==> config.mk <==
export PLATFORM = sky130hd
export DESIGN_NAME = hbridge_pwm_gen
export DESIGN_NICKNAME = d
export VERILOG_FILES = /design/src/rtl/hbridge_pwm_gen.sv
export SDC_FILE = /design/constraint.sdc
export NUM_CORES = 1
export LEC_CHECK = 0
export CORE_AREA = 2 2 142 144
export DETAILED_ROUTE_END_ITERATION = 8
export DIE_AREA = 0 0 144 146
export PLACE_DENSITY = 0.73
export SLEW_MARGIN = 20
export SYNTH_ARGS = -nofsm -noshare
export SYNTH_HDL_FRONTEND = slang
export SYNTH_SLANG_ARGS = --single-unit
export TNS_END_PERCENT = 10
==> constraint.sdc <==
create_clock -name clk -period 13.4 [get_ports clk]
set_input_delay 2.01 -clock clk [delete_from_list [all_inputs] [get_ports clk]]
set_output_delay 2.01 -clock clk [all_outputs]
set_load 0.02 [all_outputs]
==> src/rtl/hbridge_pwm_gen.sv <==
`default_nettype none
// ============================================================================
// hbridge_pwm_gen : full-bridge PWM, two complementary legs with dead time,
//                   shadowed period/duty/dead-time and latched fault shutdown.
// Revision 1.0
// ============================================================================
module hbridge_pwm_gen #(
    parameter int CNT_W      = 16,
    parameter int DT_W       = 8,
    parameter int DEF_PERIOD = 5000,
    parameter int DEF_DUTY   = 1250,
    parameter int DEF_DT     = 12
) (
    input  logic             clk,
    input  logic             rst_n,
    input  logic             enable,
    input  logic             load,
    input  logic [CNT_W-1:0] period_in,
    input  logic [CNT_W-1:0] duty_in,
    input  logic [DT_W-1:0]  dt_in,
    input  logic             fault,
    input  logic             fault_clr,
    output logic [1:0]       hs,
    output logic [1:0]       ls,
    output logic             period_end,
    output logic             fault_latched
);

    localparam logic [CNT_W-1:0] c_def_period = CNT_W'(DEF_PERIOD);
    localparam logic [CNT_W-1:0] c_def_duty   = CNT_W'(DEF_DUTY);
    localparam logic [DT_W-1:0]  c_def_dt     = DT_W'(DEF_DT);
    localparam logic [CNT_W-1:0] c_min_period = CNT_W'(4);
    localparam logic [DT_W-1:0]  c_dt_one     = DT_W'(1);

    typedef enum logic [1:0] {S_IDLE = 2'd0, S_RUN = 2'd1, S_FAULT = 2'd2} top_state_t;
    typedef enum logic [2:0] {L_OFF = 3'd0, L_LO = 3'd1, L_DTR = 3'd2,
                              L_HI = 3'd3, L_DTF = 3'd4} leg_state_t;

    top_state_t       r_state, w_state_next;
    logic [CNT_W-1:0] r_cnt, w_cnt_next;
    logic [CNT_W-1:0] r_pend_period, r_pend_duty, r_sh_period, r_sh_duty;
    logic [DT_W-1:0]  r_pend_dt, r_sh_dt;
    logic             r_period_end, r_fault_latched;

    logic [CNT_W-1:0] w_p, w_h, w_d;
    logic [DT_W-1:0]  w_t;
    logic             w_last;
    logic [1:0]       w_ref;
    logic [CNT_W-1:0] w_pend_period, w_pend_duty;
    logic [DT_W-1:0]  w_pend_dt;

    // A load in the same cycle as the shadow copy must reach the shadow directly.
    assign w_pend_period = load ? period_in : r_pend_period;
    assign w_pend_duty   = load ? duty_in   : r_pend_duty;
    assign w_pend_dt     = load ? dt_in     : r_pend_dt;

    assign w_p    = (r_sh_period < c_min_period) ? c_min_period : r_sh_period;
    assign w_h    = w_p >> 1;
    assign w_d    = (r_sh_duty > w_h) ? w_h : r_sh_duty;
    assign w_t    = r_sh_dt;
    assign w_last = (r_cnt >= w_p - 1'b1);

    assign w_ref[0] = (r_cnt < w_d);
    assign w_ref[1] = (r_cnt >= w_h) && (r_cnt < w_h + w_d);

    always_comb begin
        w_state_next = r_state;
        if (fault) begin
            w_state_next = S_FAULT;
        end else begin
            case (r_state)
                S_IDLE:  w_state_next = enable ? S_RUN : S_IDLE;
                S_RUN:   w_state_next = enable ? S_RUN : S_IDLE;
                S_FAULT: w_state_next = fault_clr ? S_IDLE : S_FAULT;
                default: w_state_next = S_IDLE;
            endcase
        end
    end

    always_comb begin
        w_cnt_next = r_cnt + 1'b1;
        if ((w_state_next != S_RUN) || (r_state != S_RUN) || w_last) begin
            w_cnt_next = '0;
        end
    end

    always_ff @(posedge clk) begin
        if (!rst_n) begin
            r_state         <= S_IDLE;
            r_cnt           <= '0;
            r_pend_period   <= c_def_period;
            r_pend_duty     <= c_def_duty;
            r_pend_dt       <= c_def_dt;
            r_sh_period     <= c_def_period;
            r_sh_duty       <= c_def_duty;
            r_sh_dt         <= c_def_dt;
            r_period_end    <= 1'b0;
            r_fault_latched <= 1'b0;
        end else begin
            r_state <= w_state_next;
            r_cnt   <= w_cnt_next;
            if (load) begin
                r_pend_period <= period_in;
                r_pend_duty   <= duty_in;
                r_pend_dt     <= dt_in;
            end
            if ((r_state != S_RUN) || w_last) begin
                r_sh_period <= w_pend_period;
                r_sh_duty   <= w_pend_duty;
                r_sh_dt     <= w_pend_dt;
            end
            // Shadow cannot change before cnt reaches P-1, so the current P is valid here.
            r_period_end    <= (w_state_next == S_RUN) && (w_cnt_next == w_p - 1'b1);
            r_fault_latched <= (w_state_next == S_FAULT);
        end
    end

    assign period_end    = r_period_end;
    assign fault_latched = r_fault_latched;

    for (genvar g = 0; g < 2; g++) begin : g_leg
        leg_state_t      r_leg, w_leg_next;
        logic [DT_W-1:0] r_dtc, w_dtc_next;
        logic            r_hs, r_ls;

        always_comb begin
            w_leg_next = r_leg;
            w_dtc_next = r_dtc;
            if (w_state_next != S_RUN) begin
                w_leg_next = L_OFF;
            end else if (r_state != S_RUN) begin
                w_leg_next = L_LO;
            end else begin
                case (r_leg)
                    L_LO: begin
                        if (w_ref[g]) begin
                            if (w_t == '0) begin
                                w_leg_next = L_HI;
                            end else begin
                                w_leg_next = L_DTR;
                                w_dtc_next = w_t;
                            end
                        end
                    end
                    L_DTR: begin
                        if (!w_ref[g])               w_leg_next = L_LO;
                        else if (r_dtc == c_dt_one)  w_leg_next = L_HI;
                        else                         w_dtc_next = r_dtc - 1'b1;
                    end
                    L_HI: begin
                        if (!w_ref[g]) begin
                            if (w_t == '0) begin
                                w_leg_next = L_LO;
                            end else begin
                                w_leg_next = L_DTF;
                                w_dtc_next = w_t;
                            end
                        end
                    end
                    L_DTF: begin
                        // Low side never came on, so returning high needs no new dead time.
                        if (w_ref[g])                w_leg_next = L_HI;
                        else if (r_dtc == c_dt_one)  w_leg_next = L_LO;
                        else                         w_dtc_next = r_dtc - 1'b1;
                    end
                    default: w_leg_next = L_LO;
                endcase
            end
        end

        always_ff @(posedge clk) begin
            if (!rst_n) begin
                r_leg <= L_OFF;
                r_dtc <= '0;
                r_hs  <= 1'b0;
                r_ls  <= 1'b0;
            end else begin
                r_leg <= w_leg_next;
                r_dtc <= w_dtc_next;
                r_hs  <= (w_leg_next == L_HI);
                r_ls  <= (w_leg_next == L_LO);
            end
        end

        assign hs[g] = r_hs;
        assign ls[g] = r_ls;
    end

endmodule
`default_nettype wire

==> results_dict.tcl <==
set metrics [dict create \
    slowest_stage "nor4_1" \
    crit_top_cell "a21oi_1" \
    drc 0 \
    cp_max_fo 17 \
    cts-hold-fix-buffers 0 \
    syn-cell-area_mm2 0.00868 \
    synth_edf_count 0 \
    io_pins 52 \
    die_area_mm2 0.0210 \
    rows 51 \
    hold_path.class "flip-flop to flip-flop" \
    synth_top_area_cell "dfxtp_1" \
    cp_num_cells 28 \
    gr-usage-all-layers 0.212 \
    antenna_found_initial 0 \
    gp_congestion 0.885 \
    place_hpwl_um 15500 \
    worstSetupPathType "flip-flop to flip-flop" \
    async_flop_share 0 \
    holdPathStages 2 \
    routed_wl_um 21200 \
    pwr_density_cell_mw_per_mm2 112 \
    syn_avg_cell_area_um2 8.50 \
    fin_nets 1180 \
    yosysSeqAreaShare 0.291 \
    worstPathRequired_ns 13.76 \
    drtIter0Drc 472 \
    routed.top_layer "met4" \
    chipWidth_um 144 \
    wl_per_cell_um 16.1 \
    syn-num-nets 1165 \
    clock_sinks 126 \
    postCtsResizedCells 0 \
    ys_ff_latch 126 \
    arrival_ns 8.07 \
    reg2reg_depth 28 \
    fin_crit_sh 0.575 \
    hold_viol 0 \
    cp_top_family "compound AO/OA/AOI/OAI gates" \
    viasPerCell 5.67 \
    core_mm2 0.0193 \
    grt_pass1_wl_um 35900 \
    yosys_warnings 0 \
    dr_wl_met2_um 10600 \
    worst_pin_slew_ns 0.906 \
    tritoncts "built" \
    vias 7451 \
    die_h_um 146 \
    slew_viol_final 0 \
    maxCapViolCount 0 \
    dr_wl_met3_um 824 \
    worst-path-buf-inv 1 \
    peakVddDrop_mv 0.0892 \
    status "finished, final reports clean" \
    total_power_uw 1110 \
    fin_tns_setup_ns 0 \
    worstReg2RegEnd "g_leg[1].r_dtc[1]" \
    end_kind "flip-flop" \
    whs_endpoint "r_pend_duty[10]" \
    synth_area_leaders "dfxtp_1, ha_1, nand2_1, mux2i_1, o211a_1" \
    ys_top_cells_by_count "dfxtp_1, nand2_1, ha_1" \
    start_util 0.449 \
    root_buffer "clkbuf_16" \
    max_stage_delay_ns 0.54 \
    finalCriticalPeriod_ns 7.71 \
    grt_max_degree 113 \
    tritoncts.num_buffers 17 \
    p_leak_uw 0.00449 \
    clock_path_buffers 2 \
    diodes 0 \
    insertion_delay_ns 0.43 \
    synth_ff_type "dfxtp_1" \
    cts-htree-levels 4 \
    gr-total-overflow 0 \
    hold_path.startpoint "r_pend_duty[10]" \
    synth_most_common_cell "dfxtp_1" \
    wl_met1_um 9290 \
    numPortBuffers 51 \
    drt_first_pass_iters 5 \
    drt.antenna.violating_nets 0 \
    setup_viol 0 \
    grt_pass1_vias 7175 \
    worst_setup_path_start_kind "flip-flop" \
    postCtsSetupRepairBufs 0 \
    netlist_instances 1021 \
    r2r_start "r_sh_period[13]" \
    rsz0062_at_grt "no" \
    synthDistinctLibCells 85 \
    rrSetupSlack_ns 5.69 \
    drive_above_1_share 0.0734 \
    skew_ns 0.0128 \
    clk_pin_slew_ns 0.06 \
    area_growth_pct 14.2 \
    synth_top_area_share 0.291 \
    timing.fmax_ghz 0.130 \
    relSlewSlack 0.395 \
]
[area by class of cell]
class / instances / area [um2]
sequential: 126 / 2520
clock buffer: 17 / 425
timing repair buffer: 56 / 561
fill: 1788 / 9430
tap: 265 / 332
clock inverter: 15 / 173
inverter: 53 / 199
multi-input combinational: 782 / 5700
[cell families (layout without fill, tap and decap cells)]
group,count (synthesis),after routing,synth area share
multiplexers,54,54,0.0642
AO/OA/AOI/OAI,226,226,0.192
other,1,1,0.000432
adder cells (fa/ha/maj),98,98,0.142
flip-flops,126,126,0.291
buffers and inverters,113,141,0.0531
XOR/XNOR,49,49,0.0503
AND/OR/NAND/NOR,354,354,0.207
[layer usage]
layer	up-vias	track usage
met5	-	0
met4	0	0.0750
met3	34	0.0385
met2	170	0.364
met1	3552	0.263
li1	3695	-
[power by group]
part,switching [uW],internal (uW)
registers,15.7,391
clock network,196,280
logic,123,103
total,334,774
[state kept, by name, summed over array words and instances, names as in the netlist]
| signal | count |
|---|---|
| r_pend_period | 16 |
| period_end | 1 |
| r_state | 2 |
| r_sh_duty | 16 |
| r_pend_duty | 16 |
| g_leg.r_ls | 2 |
| r_pend_dt | 8 |
| r_cnt | 16 |
| r_sh_period | 16 |
| g_leg.r_dtc | 16 |
| fault_latched | 1 |
| g_leg.r_hs | 2 |
| g_leg.r_leg | 6 |
| r_sh_dt | 8 |
[stage by stage]
stage	instance area (um2)	hold WS, ns	std cells	util	worst slack (ns)
finish	9910	0.470	1314	0.513	5.69
global route	9910	0.497	1314	0.513	5.03
CTS	9880	0.470	1313	0.511	5.81
detailed placement	9280	0.454	1281	0.480	5.95
global placement	9280	0.450	1281	0.480	6.07
floorplan	8680	0.436	1021	-	6.41
[worst max path at each step]
| stage | startpoint | end |
|---|---|---|
| detailed placement | r_sh_period[13] | g_leg[1].r_dtc[1] |
| floorplan | r_sh_period[13] | g_leg[1].r_dtc[0] |
| CTS | r_sh_period[13] | g_leg[1].r_dtc[1] |
| global placement | r_sh_period[13] | g_leg[1].r_dtc[1] |
| global route | r_sh_period[13] | g_leg[1].r_dtc[6] |
| finish | r_sh_period[13] | g_leg[1].r_dtc[1] |
[worst register-to-register path: cells and delay by family (launching register included)]
kind | cells | cell delay, ns
compound gates | 15 | 3.34
simple gates | 7 | 2.26
fa+ha+maj | 3 | 0.93
buf+inv | 1 | 0.24
flops | 1 | 0.40
xor+xnor | 1 | 0.18
mux | 1 | 0.31
[placed cells by master, fill, tap and decap left out, types with 7 or more instances in the layout]
cell type / synthesis / layout
nand4_1: 17 / 17
a21oi_1: 44 / 44
o211ai_1: 7 / 7
a211oi_1: 13 / 13
clkdlybuf4s50_1: 0 / 49
o211a_1: 29 / 29
nor4_1: 8 / 8
nand2_1: 120 / 119
xor2_1: 23 / 23
inv_1: 52 / 52
inv_6: 0 / 7
o21ai_0: 36 / 36
nor3_1: 20 / 20
and3_1: 10 / 10
nand2b_1: 11 / 11
nor2_1: 57 / 57
o21ai_1: 14 / 14
ha_1: 97 / 97
nand3_1: 26 / 26
mux2_2: 13 / 13
a31oi_1: 9 / 9
mux2i_1: 41 / 41
xnor2_1: 25 / 25
dfxtp_1: 126 / 126
nor2b_1: 42 / 42
clkbuf_16: 0 / 17
a21o_1: 9 / 9
(Power assumes the default switching activity.)
